File: src/rtl/aclk_timekeeper.sv
// aclk_timekeeper: BCD HH:MM:SS real-time counter with a programmable HH:MM alarm.
// A prescaler divides clk down to one-second steps. Loads are range-checked
// before they touch the time or alarm registers, and al_match pulses once when
// the time lands on the alarm minute at second 00.
module aclk_timekeeper #(
   parameter int TICKS_PER_SEC = 10
) (
   input  logic       clk,
   input  logic       rst_n,
   input  logic       LD_time,
   input  logic       LD_alarm,
   input  logic [1:0] H_in1,
   input  logic [3:0] H_in0,
   input  logic [3:0] M_in1,
   input  logic [3:0] M_in0,
   output logic [1:0] H_out1,
   output logic [3:0] H_out0,
   output logic [3:0] M_out1,
   output logic [3:0] M_out0,
   output logic [3:0] S_out1,
   output logic [3:0] S_out0,
   output logic       sec_tick,
   output logic       ld_err,
   output logic       al_match
);

   localparam int PW = (TICKS_PER_SEC > 2) ? $clog2(TICKS_PER_SEC) : 1;
   localparam logic [PW-1:0] LAST_TICK = PW'(TICKS_PER_SEC - 1);

   logic [PW-1:0] presc_q, presc_d;
   logic [1:0]    hour1_q, hour1_d;
   logic [3:0]    hour0_q, hour0_d;
   logic [3:0]    min1_q, min1_d;
   logic [3:0]    min0_q, min0_d;
   logic [3:0]    sec1_q, sec1_d;
   logic [3:0]    sec0_q, sec0_d;
   logic [1:0]    alHour1_q, alHour1_d;
   logic [3:0]    alHour0_q, alHour0_d;
   logic [3:0]    alMin1_q, alMin1_d;
   logic [3:0]    alMin0_q, alMin0_d;
   logic          secTick_q, secTick_d;
   logic          ldErr_q, ldErr_d;
   logic          alMatch_q, alMatch_d;

   logic [5:0]    hourValue;
   logic          inputValid;
   logic          loadTime;
   logic          loadAlarm;
   logic          rollover;

   // Next-state logic: load validation, prescaler, BCD carry chain and alarm compare.
   always_comb begin
      hourValue  = (6'(H_in1) * 6'd10) + 6'(H_in0);
      inputValid = (H_in0 <= 4'd9) && (M_in1 <= 4'd5) && (M_in0 <= 4'd9) && (hourValue <= 6'd23);
      loadTime   = LD_time && inputValid;
      loadAlarm  = LD_alarm && inputValid;
      rollover   = (presc_q == LAST_TICK);

      presc_d   = presc_q;
      hour1_d   = hour1_q;
      hour0_d   = hour0_q;
      min1_d    = min1_q;
      min0_d    = min0_q;
      sec1_d    = sec1_q;
      sec0_d    = sec0_q;
      alHour1_d = alHour1_q;
      alHour0_d = alHour0_q;
      alMin1_d  = alMin1_q;
      alMin0_d  = alMin0_q;
      secTick_d = 1'b0;
      ldErr_d   = (LD_time || LD_alarm) && !inputValid;
      alMatch_d = 1'b0;

      if (loadTime) begin
         hour1_d = H_in1;
         hour0_d = H_in0;
         min1_d  = M_in1;
         min0_d  = M_in0;
         sec1_d  = 4'd0;
         sec0_d  = 4'd0;
         presc_d = '0;
      end else if (rollover) begin
         presc_d   = '0;
         secTick_d = 1'b1;
         if (sec0_q == 4'd9) begin
            sec0_d = 4'd0;
            if (sec1_q == 4'd5) begin
               sec1_d = 4'd0;
               if (min0_q == 4'd9) begin
                  min0_d = 4'd0;
                  if (min1_q == 4'd5) begin
                     min1_d = 4'd0;
                     if ((hour1_q == 2'd2) && (hour0_q == 4'd3)) begin
                        hour1_d = 2'd0;
                        hour0_d = 4'd0;
                     end else if (hour0_q == 4'd9) begin
                        hour0_d = 4'd0;
                        hour1_d = hour1_q + 2'd1;
                     end else begin
                        hour0_d = hour0_q + 4'd1;
                     end
                  end else begin
                     min1_d = min1_q + 4'd1;
                  end
               end else begin
                  min0_d = min0_q + 4'd1;
               end
            end else begin
               sec1_d = sec1_q + 4'd1;
            end
         end else begin
            sec0_d = sec0_q + 4'd1;
         end
      end else begin
         presc_d = presc_q + 1'b1;
      end

      if (loadAlarm) begin
         alHour1_d = H_in1;
         alHour0_d = H_in0;
         alMin1_d  = M_in1;
         alMin0_d  = M_in0;
      end

      alMatch_d = (loadTime || rollover)
                  && (hour1_d == alHour1_d) && (hour0_d == alHour0_d)
                  && (min1_d == alMin1_d) && (min0_d == alMin0_d)
                  && (sec1_d == 4'd0) && (sec0_d == 4'd0);
   end

   // State registers; reset clears time, alarm, prescaler and all pulses.
   always_ff @(posedge clk) begin
      if (!rst_n) begin
         presc_q   <= '0;
         hour1_q   <= 2'd0;
         hour0_q   <= 4'd0;
         min1_q    <= 4'd0;
         min0_q    <= 4'd0;
         sec1_q    <= 4'd0;
         sec0_q    <= 4'd0;
         alHour1_q <= 2'd0;
         alHour0_q <= 4'd0;
         alMin1_q  <= 4'd0;
         alMin0_q  <= 4'd0;
         secTick_q <= 1'b0;
         ldErr_q   <= 1'b0;
         alMatch_q <= 1'b0;
      end else begin
         presc_q   <= presc_d;
         hour1_q   <= hour1_d;
         hour0_q   <= hour0_d;
         min1_q    <= min1_d;
         min0_q    <= min0_d;
         sec1_q    <= sec1_d;
         sec0_q    <= sec0_d;
         alHour1_q <= alHour1_d;
         alHour0_q <= alHour0_d;
         alMin1_q  <= alMin1_d;
         alMin0_q  <= alMin0_d;
         secTick_q <= secTick_d;
         ldErr_q   <= ldErr_d;
         alMatch_q <= alMatch_d;
      end
   end

   assign H_out1   = hour1_q;
   assign H_out0   = hour0_q;
   assign M_out1   = min1_q;
   assign M_out0   = min0_q;
   assign S_out1   = sec1_q;
   assign S_out0   = sec0_q;
   assign sec_tick = secTick_q;
   assign ld_err   = ldErr_q;
   assign al_match = alMatch_q;

endmodule

File: config.mk
export PLATFORM = sky130hd
export DESIGN_NAME = aclk_timekeeper
export DESIGN_NICKNAME = d
export VERILOG_FILES = /design/src/rtl/aclk_timekeeper.sv
export SDC_FILE = /design/constraint.sdc
export NUM_CORES = 1
export LEC_CHECK = 0
export ABC_AREA = 1
export CAP_MARGIN = 40
export CORE_UTILIZATION = 50
export DETAILED_ROUTE_END_ITERATION = 7
export PLACE_DENSITY_LB_ADDON = 0.05
export SLEW_MARGIN = 30
export SYNTH_ARGS = -nofsm -noshare
export SYNTH_HDL_FRONTEND = slang
export SYNTH_SLANG_ARGS = --single-unit
File: constraint.sdc
create_clock -name clk -period 3.35 [get_ports clk]
set_input_delay 0.67 -clock clk [delete_from_list [all_inputs] [get_ports clk]]
set_output_delay 0.67 -clock clk [all_outputs]
set_load 0.005 [all_outputs]
==> impl_metrics.yaml <==
run_status:
  status: "complete, no violations"
clock_tree:
  cts_htree_levels: 2
  cts.hold.buffers_added: 0
  cts_sinks: 43
  root_buffer: "clkbuf_8"
  cts_resized: 0
  clockBufferDepth: 2
  clock_latency_ns: 0.31
  cts_made_buffers: 5
  postCtsSetupBuffers: 0
  tritoncts: "done"
  clk_pin_slew_ns: 0.09
timing:
  min_period_over_period_pct: 90.90
  finalClockSkew_ns: 0.007373
  final-setup-viol-count: 0
  rsz0062_at_grt: "false"
  period_minus_slack_ns: 3.045
  slew_viol_final: 0
  worst_pin_slew_ns: 0.4854
  finalHoldViolCount: 0
  worst_slack_ns: 0.3049
  finalSetupTns_ns: 0
  holdWs_ns: 0.4761
  fmax_ghz: 0.3284
  relSlewSlack_pct: 67.60
synthesis:
  netlist_area_sq_mm: 0.003010
  yosys_register_bits: 43
  synth-xor-area-share_pct: 0.8728
  synth_common_cells: "145 x nand2_1, 74 x nor2_1, 63 x inv_1"
  yosysUniqueCellTypes: 33
  synthSimpleGateAreaFrac_pct: 51.00
  synth_top_family_by_area: "simple AND/OR/NAND/NOR gates"
  synth_top_area_cell: "dfxtp_1"
  seq_area_frac_synth_pct: 28.60
  synth_fp_nets: 505
  synth_cells: 478
  synth.most_common_cell: "nand2_1"
  synthArstFlopShare_pct: 0
  synth_warnings: 0
  synth_flop_cell: "dfxtp_1"
  synth_top_area_share_pct: 28.60
  ys_top_cells_by_area: "dfxtp_1 29%, nand2_1 18%, nor2_1 9.2%"
  avgSynthCellArea_sq_um: 6.298
  synth-edff-count: 0
  synth_fa_ha_area_share_pct: 3.990
  synth_compound_area_share_pct: 3.990
  synth.area.mux_share_pct: 0
layout:
  syn2layout_area_growth_pct: 18.99
  final_cells: 594
  num-nets-final: 548
  antennaDiodeCount: 0
  drive_above_1_share_pct: 9.387
  final_core_util_pct: 63.50
worst_setup_path:
  crit_path_end_kind: "flip-flop"
  r2r-start: "presc_q[0]"
  rr_worst_depth: 13
  path_max_fanout: 13
  reg2reg_slack_ns: 1.11
  worstSetupStartpointType: "input pin"
  cp-startpoint: "H_in0[1]"
  endpoint: "al_match"
  crit_type: "in -> reg"
  critical_path_required_ns: 3.57
  worstPathArrival_ns: 3.26
  r2r-end: "al_match"
place:
  place_inst: 586
  place_congestion: 0.8759
  place_hpwl_mm: 5.700
  io_buffers: 42
  pre_cts_ws_ns: -0.003530
die:
  initial_core_util_pct: 53.36
  rows: 27
  core-area_sq_mm: 0.005642
  dieWidth_microns: 79.60
  dieArea_sq_mm: 0.006335
  fp.dieH_microns: 79.60
  io_pins: 43
route:
  vias: 3036
  wl_per_cell_microns: 12.21
  viasPerCell: 5.111
  drtIter0Drc: 226
  drc: 0
  antenna_left: 0
  routed_wl_mm: 7.252
  dr.pass1.iters: 5
global_routing:
  antenna_found_initial: 0
  grt_usage_pct: 24.97
  grt_max_degree: 29
  grt_overflow: 0
  grt_pass1_vias: 2709
  grt_pass1_wl_mm: 12.36
min_path:
  hold_path_class: "reg -> reg"
  hold_start: "alMin0_q[0]"
  hold_depth: 2
power:
  internal_power_mw: 0.7500
  comb_power_share_pct: 17.2
  seqPwrFrac_pct: 49.8
  p_clk_share_pct: 33.0
  netSwitchingFraction_pct: 30.23
  netSwitchingPower_mw: 0.3250
  ir_drop_v: 0.0001833
  p_per_area_mw_per_mm2: 300.1
  p_leak_nw: 1.713
flow_run:
  maxCapViolCount: 0
[worst max-delay path: stages]
cell and delay [ns]:
clkdlybuf4s50_1 0.52, ha_1 0.18, inv_1 0.05, fa_1 0.40, nor2_1 0.12, nor2_1 0.06
nor2_1 0.16, nor2_4 0.10, buf_4 0.19, nand2_4 0.10, nor2_8 0.05, o21ai_0 0.31
nand2_1 0.09, nand2_1 0.07, nor2_1 0.05, nand3_1 0.09, nor2_2 0.04
[flip-flops by register name, summed over array words and instances, names as in the netlist, 2 cells and up]
register,cells
alHour0_q,4
alHour1_q,2
H_out0,4
S_out1,4
alMin1_q,4
M_out0,4
S_out0,4
presc_q,4
M_out1,4
alMin0_q,4
H_out1,2
[worst min path at each step]
stage,to,slack [ns]
final,alMin0_q[0],0.48
after floorplan,presc_q[0],0.43
after global routing,alMin1_q[3],0.50
after global placement,presc_q[0],0.45
after detailed placement,presc_q[0],0.46
after CTS,alMin0_q[0],0.48
[logic make-up after synthesis]
group / after synthesis
compound gates: 22
xor+xnor: 3
fa+ha+maj: 9
buf+inv: 80
flops: 43
simple gates: 321
[placed cells by master (no fill, tap or decap), types with 3 or more instances in the layout]
cell type and instances:
dfxtp_1 43, buf_4 6, clkbuf_8 5, inv_2 4, inv_1 63, nand2_4 3, nor2_8 3, nand3_1 39
nand3b_1 4, nor2_1 74, o21ai_0 9, nand2_1 145, clkdlybuf4s50_1 42, a21oi_1 6, o21ai_1 3, nand4_1 26
nor2_2 4, ha_1 8, nand2_2 8, nor2_4 7, nor3_1 4
[layer usage]
| layer | global-route usage (%) | up-vias | wire [microns] |
|---|---|---|---|
| li1 | - | 1588 | - |
| met1 | 34.80 | 1348 | 3613 |
| met2 | 38.97 | 91 | 3150 |
| met3 | 4.457 | 9 | 399 |
| met4 | 7.273 | 0 | 89 |
| met5 | 0 | - | 0 |
[final cells by class]
type / instances / area, sq um
inverters: 67 / 251.5
clock buffers: 5 / 68.82
flip-flops and latches: 43 / 860.8
multi-input cells: 355 / 1802
well taps: 72 / 90.09
fillers: 534 / 2059
repair buffers: 49 / 485.5
clock inverters: 3 / 23.77
[power groups by stage]
stage	Combinational [mW]	Clock, mW	Sequential (mW)
2_1_floorplan	0.121	0	0.546
3_3_place_gp	0.180	0	0.547
3_5_place_dp	0.183	0	0.548
4_1_cts	0.184	0.355	0.536
5_1_grt	0.209	0.380	0.538
6_report	0.185	0.355	0.536
[stage by stage]
step	power (mW)	area [sq um]
after floorplan	0.6672	3010
after CTS	1.075	3582
final	1.075	3582
after global placement	0.7276	3490
after global routing	1.126	3582
after detailed placement	0.7313	3490
Power figures use the tool's default switching activity.
